## src/rtl/em4100_tag_scheduler_pkg.sv

```systemverilog
// Shared types and constants for the EM4100 tag scheduler.
package em4100_tag_scheduler_pkg;

   localparam int unsigned EM4100_FRAME_CYCLES = 74;
   localparam int unsigned EM4100_ID_W         = 40;

   typedef enum logic [1:0] {
      IDLE,
      LOAD,
      SEND
   } state_t;

   // Index width that never collapses to zero bits.
   function automatic int unsigned idx_w(input int unsigned n);
      return (n > 1) ? $clog2(n) : 1;
   endfunction

endpackage

```

## src/rtl/em4100_tag_scheduler_if.sv

```systemverilog
// Host/config bus and encoder drive signals of the tag scheduler.
interface em4100_tag_scheduler_if
   import em4100_tag_scheduler_pkg::*;
#(
   parameter int unsigned NUM_SLOTS = 4
);
   localparam int unsigned IW = idx_w(NUM_SLOTS);

   logic                   run;
   logic [NUM_SLOTS-1:0]   slot_en;
   logic                   wr_en;
   logic [IW-1:0]          wr_idx;
   logic [EM4100_ID_W-1:0] wr_data;
   logic                   enc_tx;
   logic [EM4100_ID_W-1:0] enc_data;
   logic                   busy;
   logic [IW-1:0]          cur_slot;
   logic                   frame_done;

   modport master (
      output run, slot_en, wr_en, wr_idx, wr_data,
      input  enc_tx, enc_data, busy, cur_slot, frame_done
   );

   modport slave (
      input  run, slot_en, wr_en, wr_idx, wr_data,
      output enc_tx, enc_data, busy, cur_slot, frame_done
   );

endinterface

```

## src/rtl/em4100_rr_pick.sv

```systemverilog
// Combinational round-robin pick: first enabled slot after last, wrapping.
module em4100_rr_pick
   import em4100_tag_scheduler_pkg::*;
#(
   parameter int unsigned NUM_SLOTS = 4
) (
   input  logic [NUM_SLOTS-1:0]        mask,
   input  logic [idx_w(NUM_SLOTS)-1:0] last,
   output logic [idx_w(NUM_SLOTS)-1:0] grant,
   output logic                        valid
);
   localparam int unsigned IW = idx_w(NUM_SLOTS);

   int unsigned   k;
   logic [IW-1:0] cand;

   // Scan last+1 .. last+NUM_SLOTS; last itself comes up last so a lone slot re-wins.
   always_comb begin
      grant = '0;
      valid = 1'b0;
      k     = '0;
      cand  = '0;
      for (int unsigned i = 1; i <= NUM_SLOTS; i++) begin
         k    = (32'(last) + i) % NUM_SLOTS;
         cand = IW'(k);
         if (!valid && mask[cand]) begin
            valid = 1'b1;
            grant = cand;
         end
      end
   end

endmodule

```

## src/rtl/em4100_tag_scheduler.sv

```systemverilog
// Time-shares one EM4100 encoder between NUM_SLOTS stored tag IDs.
module em4100_tag_scheduler
   import em4100_tag_scheduler_pkg::*;
#(
   parameter int unsigned NUM_SLOTS    = 4,
   parameter int unsigned REPEATS      = 8,
   parameter int unsigned FRAME_CYCLES = EM4100_FRAME_CYCLES,
   parameter int unsigned GAP_CYCLES   = 2
) (
   input logic                   clk,
   input logic                   rst,
   em4100_tag_scheduler_if.slave bus
);
   localparam int unsigned IW = idx_w(NUM_SLOTS);
   localparam int unsigned CW = idx_w(FRAME_CYCLES);
   localparam int unsigned RW = $clog2(REPEATS + 1);
   localparam int unsigned GW = $clog2(GAP_CYCLES + 1);

   logic [EM4100_ID_W-1:0] ids [NUM_SLOTS];
   state_t                 state;
   logic [IW-1:0]          last;
   logic [IW-1:0]          grant;
   logic                   grant_valid;
   logic [CW-1:0]          cnt;
   logic [RW-1:0]          rep;
   logic [GW-1:0]          gap;

   em4100_rr_pick #(.NUM_SLOTS(NUM_SLOTS)) u_pick (
      .mask  (bus.slot_en),
      .last  (last),
      .grant (grant),
      .valid (grant_valid)
   );

   // ID table: host writes land immediately; picks read the pre-write value.
   always_ff @(posedge clk) begin
      if (rst) begin
         for (int unsigned i = 0; i < NUM_SLOTS; i++) ids[i] <= '0;
      end else if (bus.wr_en) begin
         ids[bus.wr_idx] <= bus.wr_data;
      end
   end

   // Scheduler FSM with registered encoder drive and status outputs.
   always_ff @(posedge clk) begin
      if (rst) begin
         state          <= IDLE;
         bus.enc_tx     <= 1'b0;
         bus.enc_data   <= '0;
         bus.busy       <= 1'b0;
         bus.cur_slot   <= '0;
         bus.frame_done <= 1'b0;
         last           <= IW'(NUM_SLOTS - 1);
         cnt            <= '0;
         rep            <= '0;
         gap            <= '0;
      end else begin
         bus.frame_done <= 1'b0;
         case (state)
            IDLE: begin
               bus.enc_tx <= 1'b0;
               bus.busy   <= 1'b0;
               if (bus.run && grant_valid) begin
                  bus.cur_slot <= grant;
                  bus.enc_data <= ids[grant];
                  bus.busy     <= 1'b1;
                  last         <= grant;
                  gap          <= '0;
                  state        <= LOAD;
               end
            end
            LOAD: begin
               bus.enc_tx <= 1'b0;
               bus.busy   <= 1'b1;
               if (gap == GW'(GAP_CYCLES - 1)) begin
                  bus.enc_tx <= 1'b1;
                  cnt        <= '0;
                  rep        <= '0;
                  state      <= SEND;
               end else begin
                  gap <= gap + GW'(1);
               end
            end
            SEND: begin
               // frame_done is raised one cycle early so the registered pulse lands on cnt=FRAME_CYCLES-1.
               if (cnt == CW'(FRAME_CYCLES - 1)) begin
                  cnt <= '0;
                  rep <= rep + RW'(1);
                  if (!bus.run) begin
                     bus.enc_tx <= 1'b0;
                     bus.busy   <= 1'b0;
                     state      <= IDLE;
                  end else if (rep == RW'(REPEATS - 1)) begin
                     bus.enc_tx <= 1'b0;
                     if (grant_valid) begin
                        bus.cur_slot <= grant;
                        bus.enc_data <= ids[grant];
                        last         <= grant;
                        gap          <= '0;
                        state        <= LOAD;
                     end else begin
                        bus.busy <= 1'b0;
                        state    <= IDLE;
                     end
                  end
               end else begin
                  cnt            <= cnt + CW'(1);
                  bus.frame_done <= (cnt == CW'(FRAME_CYCLES - 2));
               end
            end
            default: begin
               bus.enc_tx <= 1'b0;
               bus.busy   <= 1'b0;
               state      <= IDLE;
            end
         endcase
      end
   end

endmodule

```

## src/flat_wrapper.sv

```systemverilog
// flat-port wrapper written by rule: the top's interface ports become plain ports
module em4100_tag_scheduler_flat import em4100_tag_scheduler_pkg::*;
#(
   parameter int unsigned NUM_SLOTS    = 4,
   parameter int unsigned REPEATS      = 8,
   parameter int unsigned FRAME_CYCLES = EM4100_FRAME_CYCLES,
   parameter int unsigned GAP_CYCLES   = 2
)
  (clk, rst, bus_run, bus_slot_en, bus_wr_en, bus_wr_idx, bus_wr_data, bus_enc_tx, bus_enc_data, bus_busy, bus_cur_slot, bus_frame_done);
  em4100_tag_scheduler_if #(.NUM_SLOTS(NUM_SLOTS)) bus_i ();
  input logic clk;
  input logic rst;
  input wire logic [$bits(bus_i.run)-1:0] bus_run;
  input wire logic [$bits(bus_i.slot_en)-1:0] bus_slot_en;
  input wire logic [$bits(bus_i.wr_en)-1:0] bus_wr_en;
  input wire logic [$bits(bus_i.wr_idx)-1:0] bus_wr_idx;
  input wire logic [$bits(bus_i.wr_data)-1:0] bus_wr_data;
  output wire logic [$bits(bus_i.enc_tx)-1:0] bus_enc_tx;
  output wire logic [$bits(bus_i.enc_data)-1:0] bus_enc_data;
  output wire logic [$bits(bus_i.busy)-1:0] bus_busy;
  output wire logic [$bits(bus_i.cur_slot)-1:0] bus_cur_slot;
  output wire logic [$bits(bus_i.frame_done)-1:0] bus_frame_done;
  assign bus_i.run = bus_run;
  assign bus_i.slot_en = bus_slot_en;
  assign bus_i.wr_en = bus_wr_en;
  assign bus_i.wr_idx = bus_wr_idx;
  assign bus_i.wr_data = bus_wr_data;
  assign bus_enc_tx = bus_i.enc_tx;
  assign bus_enc_data = bus_i.enc_data;
  assign bus_busy = bus_i.busy;
  assign bus_cur_slot = bus_i.cur_slot;
  assign bus_frame_done = bus_i.frame_done;
  em4100_tag_scheduler #(.NUM_SLOTS(NUM_SLOTS), .REPEATS(REPEATS), .FRAME_CYCLES(FRAME_CYCLES), .GAP_CYCLES(GAP_CYCLES)) u_core (.clk(clk), .rst(rst), .bus(bus_i));
endmodule
```

## config.mk

```make
export PLATFORM = sky130hd
export DESIGN_NAME = em4100_tag_scheduler_flat
export DESIGN_NICKNAME = d
export VERILOG_FILES = /design/src/rtl/em4100_tag_scheduler_pkg.sv /design/src/rtl/em4100_tag_scheduler_if.sv /design/src/rtl/em4100_rr_pick.sv /design/src/rtl/em4100_tag_scheduler.sv /design/src/flat_wrapper.sv
export SDC_FILE = /design/constraint.sdc
export NUM_CORES = 1
export LEC_CHECK = 0
export BUFFER_PORTS_ARGS = -buffer_cell sky130_fd_sc_hd__buf_4
export CAP_MARGIN = 20
export CORE_ASPECT_RATIO = 0.75
export CORE_MARGIN = 5
export CORE_UTILIZATION = 59
export DETAILED_ROUTE_END_ITERATION = 6
export PLACE_DENSITY = 0.8
export SETUP_SLACK_MARGIN = 0.3
export SYNTH_ARGS = -nofsm -noshare
export SYNTH_HDL_FRONTEND = slang
export SYNTH_HIERARCHICAL = 1
export SYNTH_SLANG_ARGS = --single-unit
```

## constraint.sdc

```tcl
create_clock -name clk -period 3.53 [get_ports clk]
set_clock_uncertainty 0.05 [all_clocks]
set_input_delay 0.353 -clock clk [delete_from_list [all_inputs] [get_ports clk]]
set_output_delay 0.353 -clock clk [all_outputs]
set_load 0.01 [all_outputs]
```

==> summary.txt, run 1 <==
Outcome
  • Status: completed

Timing
  • TNS Setup: 0 ns
  • Fin. max-slew vios: 0
  • Slew Limit Headroom: between 30% and 40%
  • Setup violators final: 0
  • Fin. Hold Viols: 0
  • Fin crit share: about three quarters
  • Fmax: between 300 and 400 MHz
  • Final WS setup: a little under 0.9 ns
  • Clock period minus worst slack: ~2.6 ns
  • Unrepaired setup endpoints after global routing: no
  • Worst-Margin Slew: approximately 1 ns

Finish
  • Most frequent cells in the layout: and2_1, edfxtp_1, buf_4
  • Multi-input gate area: about 3300 µm²
  • Fin cells: ~1000
  • Register Area: between 6000 and 7000 µm²
  • Nets: 846
  • Final core utilization: between 60% and 70%
  • Layout area overhead: 16.1%
  • Most common cell after layout, fill and taps aside: and2_1
  • Share of layout cells above drive strength 1: 24.4%
  • # fillers: between 1000 and 1500
  • N_diodes: 0

Clocking
  • Clk root buf: clkbuf_16
  • # resized after CTS: 0
  • CTS buffer count: 21
  • CTS tree: done
  • H-tree levels: 1
  • Reg clk slew, reported paths: around 0.070 ns
  • Hold-fix buffers, CTS: 0
  • Postcts setup bufs: 0
  • CTS Buffer Depth: 3
  • Clk sinks: 222
  • Clk_lat worst skew: around 0.5 ns

Worst setup path
  • Setup Crit Path Kind: flop to flop
  • Worst setup SP type: flop
  • Worst path slowest cell: nand4_2
  • Crit end category: flop
  • Crit path max fanout: 27
  • Worst path max stage delay: 0.68 ns
  • Internal reg-to-reg setup slack: slightly below 0.9 ns
  • Cell family contributing the most delay on the critical path: simple AND/OR/NAND/NOR gates
  • Buf/Inv on CP: 2
  • WP data required: 3.86 ns
  • Worst Path Arrival: 2.97 ns
  • Worst path cell trace: inv_1 > ha_1 > nor2b_1 > nand4_2 > buf_12 > a31oi_1 > nand2_1

Placed design
  • Inst Count DP: 978
  • Post-Place Worst Slack: a little over 1 ns
  • Post-DP HPWL: around 13000 µm
  • Port Buffer Count: between 90 and 100
  • Gpl congestion: 0.772

Floorplanning
  • Top Ports: 95
  • Core Region: between 15000 and 20000 µm²
  • Die area: between 15000 and 20000 µm²
  • Die height: between 100 and 150 µm
  • Die W: ~160 µm
  • Starting Density: roughly three fifths
  • Row Count: 40

Yosys
  • Syn Area/Cell: 13.4 µm²
  • Post-Syn Instances: between 700 and 800
  • Most used DFF post-synth: edfxtp_1
  • Synth unique cells: 50
  • Asr flop ratio synth: 0%
  • #FFs+latches synth: 222
  • Syn nets: 770
  • Seq/Total Area, Yosys: 62.9%
  • Warnings, synthesis: 6
  • EDFF count, synth: between 150 and 200
  • Post-Synthesis Cell Area: between 9000 and 10000 µm²

Detailed routing
  • Post-route ant nets: 0
  • Met3 WL: 1980 µm
  • DRT Wirelength: 21900 µm
  • # DRC: 0
  • M1 WL: around 8700 µm
  • DR WL met2: approximately 11000 µm
  • Routed via count: slightly above 6000
  • Top layer reached by signal wires: met4
  • Wirelength per Cell: approximately 22 µm
  • DRT iter0 DRCs: 692
  • Via-to-Cell Ratio: between 6 and 7
  • DR pass1 iterations: 5

Pwr
  • Power per cell area: around 530 nW/µm²
  • Leak Pwr: between 4 and 5 nW
  • Final Power: between 5 and 6 mW
  • Worst ir drop on vdd: 0.000321 V

GRT
  • Pin count of the biggest net entering global routing: 57
  • Global-route wire length before repair: between 30000 and 40000 µm
  • GRT Resource Usage Total: between 20% and 30%
  • Initial antenna violation count: 0
  • Vias in the first global route: between 6000 and 7000
  • GR Overflow Total: 0

Min path
  • Worst min-delay path category: input pin to flop

Job
  • Max Cap Viol: 0
[cell usage after synthesis, types with 2 or more instances]
cell	count	area, µm²
a31oi_1	6	37.5
inv_1	6	22.5
a22oi_1	2	15.0
nand2b_1	8	50.1
nor3b_1	2	15.0
xor2_1	2	17.5
dfxtp_1	62	1240
o21ai_1	40	200
and3b_1	2	17.5
mux2i_1	3	30.0
buf_4	3	22.5
nor2b_1	3	18.8
nand4_1	4	25.0
or2_2	3	18.8
mux4_2	40	901
and2_1	162	1010
buf_6	2	22.5
nand3b_1	3	22.5
o21ai_0	2	10.0
buf_8	4	60.1
nor2_1	9	33.8
nand3_1	49	245
xnor2_1	2	17.5
nand2_1	13	48.8
edfxtp_1	160	4800
buf_2	13	65.1
ha_1	5	62.6
nor3_1	2	10.0
o211ai_1	2	15.0
a21oi_1	50	250
and2b_1	2	15.0
clkbuf_1	31	116
[layer usage]
| metal | vias to the layer above | global-route usage [%] |
|---|---|---|
| li1 | 2768 | - |
| met1 | 2990 | 32.6 |
| met2 | 312 | 39.1 |
| met3 | 35 | 3.86 |
| met4 | 0 | 4.84 |
| met5 | - | 0 |
[worst reg2reg max path, delay by kind of cell (launching register included)]
family	cells	cell delay, ns
flip-flops	1	0.36
buffers and inverters	2	0.54
AO/OA/AOI/OAI	1	0.17
AND/OR/NAND/NOR	3	1.22
adder cells (fa/ha/maj)	1	0.18
[stage by stage]
stage          area, µm²  hold slack [ns]
2_1_floorplan       9610            0.409
3_3_place_gp       10400            0.404
3_5_place_dp       10500            0.412
4_1_cts            11200           0.0691
5_1_grt            11200           0.0818
6_report           11200           0.0828
[final timing paths]
| check | from | to | depth (start not counted) |
|---|---|---|---|
| setup / recovery | u_core/cnt[1] | u_core/last[0] | 7 |
| hold / removal | rst | u_core/bus.enc_data[39] | 2 |
| setup reg to reg | u_core/cnt[1] | u_core/last[0] | 7 |
| hold reg to reg | u_core/bus.enc_data[26] | u_core/bus.enc_data[26] | 2 |
[report_power, final]
group          internal [mW]  switching, mW  total (mW)
Clock                   1.23          0.932        2.16
Sequential              3.00         0.0806        3.08
Combinational          0.346          0.372       0.719
[logic make-up after synthesis]
| logic type | Yosys count | share of synthesized area (%) |
|---|---|---|
| buf+inv | 60 | 3.26 |
| simple gates | 271 | 16.8 |
| mux | 44 | 9.81 |
| fa+ha+maj | 5 | 0.651 |
| flops | 222 | 62.9 |
| compound gates | 109 | 6.17 |
| xor+xnor | 4 | 0.365 |
[sequential cells by signal, indices dropped and copies added, names as in the netlist]
signal	flops
u_core/last	2
u_core/bus.enc_data	40
u_core/bus.enc_tx	1
u_core/rep	4
u_core/ids	160
u_core/cnt	7
u_core/bus.cur_slot	2
u_core/bus.busy	1
u_core/state	2
u_core/bus.frame_done	1
u_core/gap	2
[area by class of cell]
type / count / share of cell area, %
timing repair buffer: 107 / 7.69
multi-input combinational: 433 / 29.6
tap: 210 / 2.36
inverter: 6 / 0.202
clock inverter: 6 / 0.303
sequential: 222 / 54.2
clock buffer: 32 / 5.62
No activity file was read; power rests on OpenSTA's default activity.
==> inputs of run 2 (changes only) <==
Clock period 3.53 ns to 2.7 ns, I/O delays scaled along.
==> run 2 against run 1 <==
  * Non-clock buffer count increased by 10
  * Clock-buffer cell count increased by 2
  * Critical path depth increased by 1
  * Maximum frequency increased by 21%
  * Setup slack got worse by 0.38 ns
  * Hold slack got worse by 0.068 ns
  * Via count decreased by 2.0%
  * Largest power group unchanged
  * Highest routed layer unchanged
==> summary.txt, run 2 (synthesis results as in run 1) <==
Timing
  • Worst hold slack: 0.0153 ns (-0.0675 ns)
  • Fmax: 457 MHz (+21%)
  • TNS Setup: 0 ns (unchanged)
  • Fin crit share: 81.1% (+6.3 points)
  • Unrepaired setup endpoints after global routing: no
  • Setup violators final: 0 (unchanged)
  • Fin. Hold Viols: 0 (unchanged)
  • Fin. max-slew vios: 0 (unchanged)
  • Clock period minus worst slack: 2.19 ns (-0.450 ns)
  • Worst-Margin Slew: 0.965 ns (-0.0392 ns)
  • Slew Limit Headroom: 35.7% (+2.6 points)

Pwr
  • Worst ir drop on vdd: 0.000536 V (+67%)
  • Sw frac: 22.8% (-0.50 points)
  • Final Power: 7.98 mW (+34%)
  • Internal: 6.17 mW (+35%)
  • Sequential share of power: 50.4% (-1.3 points)
  • Clock power share: 37.3% (+1.0 points)
  • Power per cell area: 704 nW/µm² (+32%)
  • Combinational share of power: 12.3% (+0.2 points)
  • Leak Pwr: 4.17 nW (+2.3%)
  • P_sw: 1.82 mW (+31%)

Placed design
  • Post-DP HPWL: 12500 µm (-1.3%)
  • Port Buffer Count: 94 (unchanged)
  • Inst Count DP: 983 (+0.51%)
  • Gpl congestion: 0.753 (-2.5%)
  • Area of placed instances: 10600 µm² (+0.56%)

Min path
  • Worst min-delay path category: input pin to flop

Finish
  • Layout area overhead: 18.1%
  • Fin cells: 1028 (+1.2%)
  • Final Cell Area: 11300 µm² (+1.7%)
  • Most frequent cells in the layout: and2_1, edfxtp_1, buf_4
  • Most flops, register: u_core/ids
  • Most common cell after layout, fill and taps aside: and2_1
  • Register Area: 6050 µm² (unchanged)
  • Max reg flops: 160 (unchanged)
  • Top Registers: u_core/ids: 160 flops, u_core/bus.enc_data: 40 flops, u_core/cnt: 7 flops
  • Share of layout cells above drive strength 1: 25.2% (+0.74 points)
  • N_diodes: 0 (unchanged)
  • Nets: 857 (+1.3%)
  • # fillers: 1063 (-3.3%)
  • Multi-input gate area: 3300 µm² (unchanged)

Detailed routing
  • Via-to-Cell Ratio: 5.82 (-3.1%)
  • DRT iter0 DRCs: 440 (-36%)
  • Post-route ant nets: 0 (unchanged)
  • DRT Wirelength: 21100 µm (-4.0%)
  • Routed via count: 5984 (-2.0%)
  • # DRC: 0 (unchanged)
  • Wirelength per Cell: 20.5 µm (-5.2%)
  • DR pass1 iterations: 5 (unchanged)

Worst setup path
  • Crit end category: flop
  • Worst path max stage delay: 0.52 ns (-0.16 ns)
  • Worst setup SP type: flop
  • Cell family contributing the most delay on the critical path: multiplexers
  • Worst Path Arrival: 2.51 ns (-0.46 ns)
  • Worst path slowest cell: mux4_2
  • Cell mode on critical path: buf_12
  • Buf/Inv on CP: 2 (unchanged)
  • WP data required: 3.02 ns (-0.84 ns)
  • Setup Crit Path Kind: flop to flop
  • Crit path max fanout: 13 (-52%)
  • Worst path cell trace: nand2b_1 > a21oi_2 > o221ai_4 > buf_12 > buf_12 > mux4_2 > o21ai_1 > a21oi_1

Clocking
  • CTS Buffer Depth: 3 (unchanged)
  • Clk sinks: 222 (unchanged)
  • Reg clk slew, reported paths: 0.07 ns (about the same)
  • CTS tree: done
  • H-tree levels: 1 (unchanged)
  • Clk root buf: clkbuf_16
  • CTS buffer count: 22 (+4.8%)
  • Clk_lat worst skew: 0.50 ns (about the same)

Floorplanning
  • Row Count: 40 (unchanged)
  • Die W: 157 µm (unchanged)
  • Die area: 19000 µm² (unchanged)
  • Starting Density: 60.0% (unchanged)
  • Die height: 121 µm (unchanged)
  • Top Ports: 95 (unchanged)
  • Core Region: 16000 µm² (unchanged)

GRT
  • GR Overflow Total: 0 (unchanged)
  • Global-route wire length before repair: 33500 µm (-2.5%)
  • Pin count of the biggest net entering global routing: 48 (-16%)
  • Initial antenna violation count: 0 (unchanged)
  • GRT Resource Usage Total: 22.7% (-0.68 points)
  • Vias in the first global route: 6198 (-0.74%)

Job
  • Max Cap Viol: 0 (unchanged)

Outcome
  • Status: completed
run 2: changes by cell type in the layout (fill, tap and decap cells not counted):
cell,before,now
clkbuf_8,6,4
bufinv_16,0,1
buf_16,0,1
clkbuf_16,21,23
clkinv_2,5,4
buf_6,1,0
clkbuf_1,5,8
buf_12,4,8
buf_4,102,107
run 2: area by class of cell:
cell class                      instances  share of cell area [%]
Timing Repair Buffer                  117                    8.86
Tap cell                              210                    2.32
Clock inverter                          6                   0.518
Clock buffer                           34                    5.70
Inverter                                6                   0.199
Multi-Input combinational cell        433                    29.1
Sequential cell                       222                    53.3
run 2: metrics by stage:
step / setup WS (ns) / utilization, %
6_report: 0.510 / 70.8
5_1_grt: 0.382 / 70.8
4_1_cts: 0.305 / 70.3
3_5_place_dp: 0.300 / 65.9
3_3_place_gp: 0.424 / 65.9
2_1_floorplan: 0.697 / -
run 2: routing by layer:
| metal | vias to the layer above | track usage (%) | share of wire, % |
|---|---|---|---|
| met3 | 24 | 3.58 | 6.8 |
| met4 | 0 | 4.84 | 1.3 |
| met5 | - | 0 | 0 |
| met2 | 228 | 40.3 | 52 |
| li1 | 2792 | - | - |
| met1 | 2940 | 29.6 | 40 |
run 2: what timing repair did:
item | in CTS | in global routing
hold buffers | 0 | 0
resized for setup | 0 | 0
setup endpoints to repair | 0 | 32
endpoints found under the hold margin | 0 | 0
buffers inserted | 0 | 2
run 2: power by group through the flow:
stage	Combinational, mW	Sequential [mW]	Clock (mW)
floorplan	0.554	4.08	0
global placement	0.932	4.08	0
detailed placement	0.960	4.10	0
CTS	0.967	4.03	3.02
global route	1.06	4.04	3.20
finish	0.981	4.02	2.98
run 2: worst paths after layout:
kind,startpoint,cells past startpoint,to,slack (ns)
setup / recovery,u_core/last[1],8,u_core/bus.enc_data[23],0.51
setup reg to reg,u_core/last[1],8,u_core/bus.enc_data[23],0.51
hold / removal,bus_wr_data[28],2,u_core/ids[3][28],0.02
hold reg to reg,u_core/bus.enc_data[2],2,u_core/bus.enc_data[2],0.42
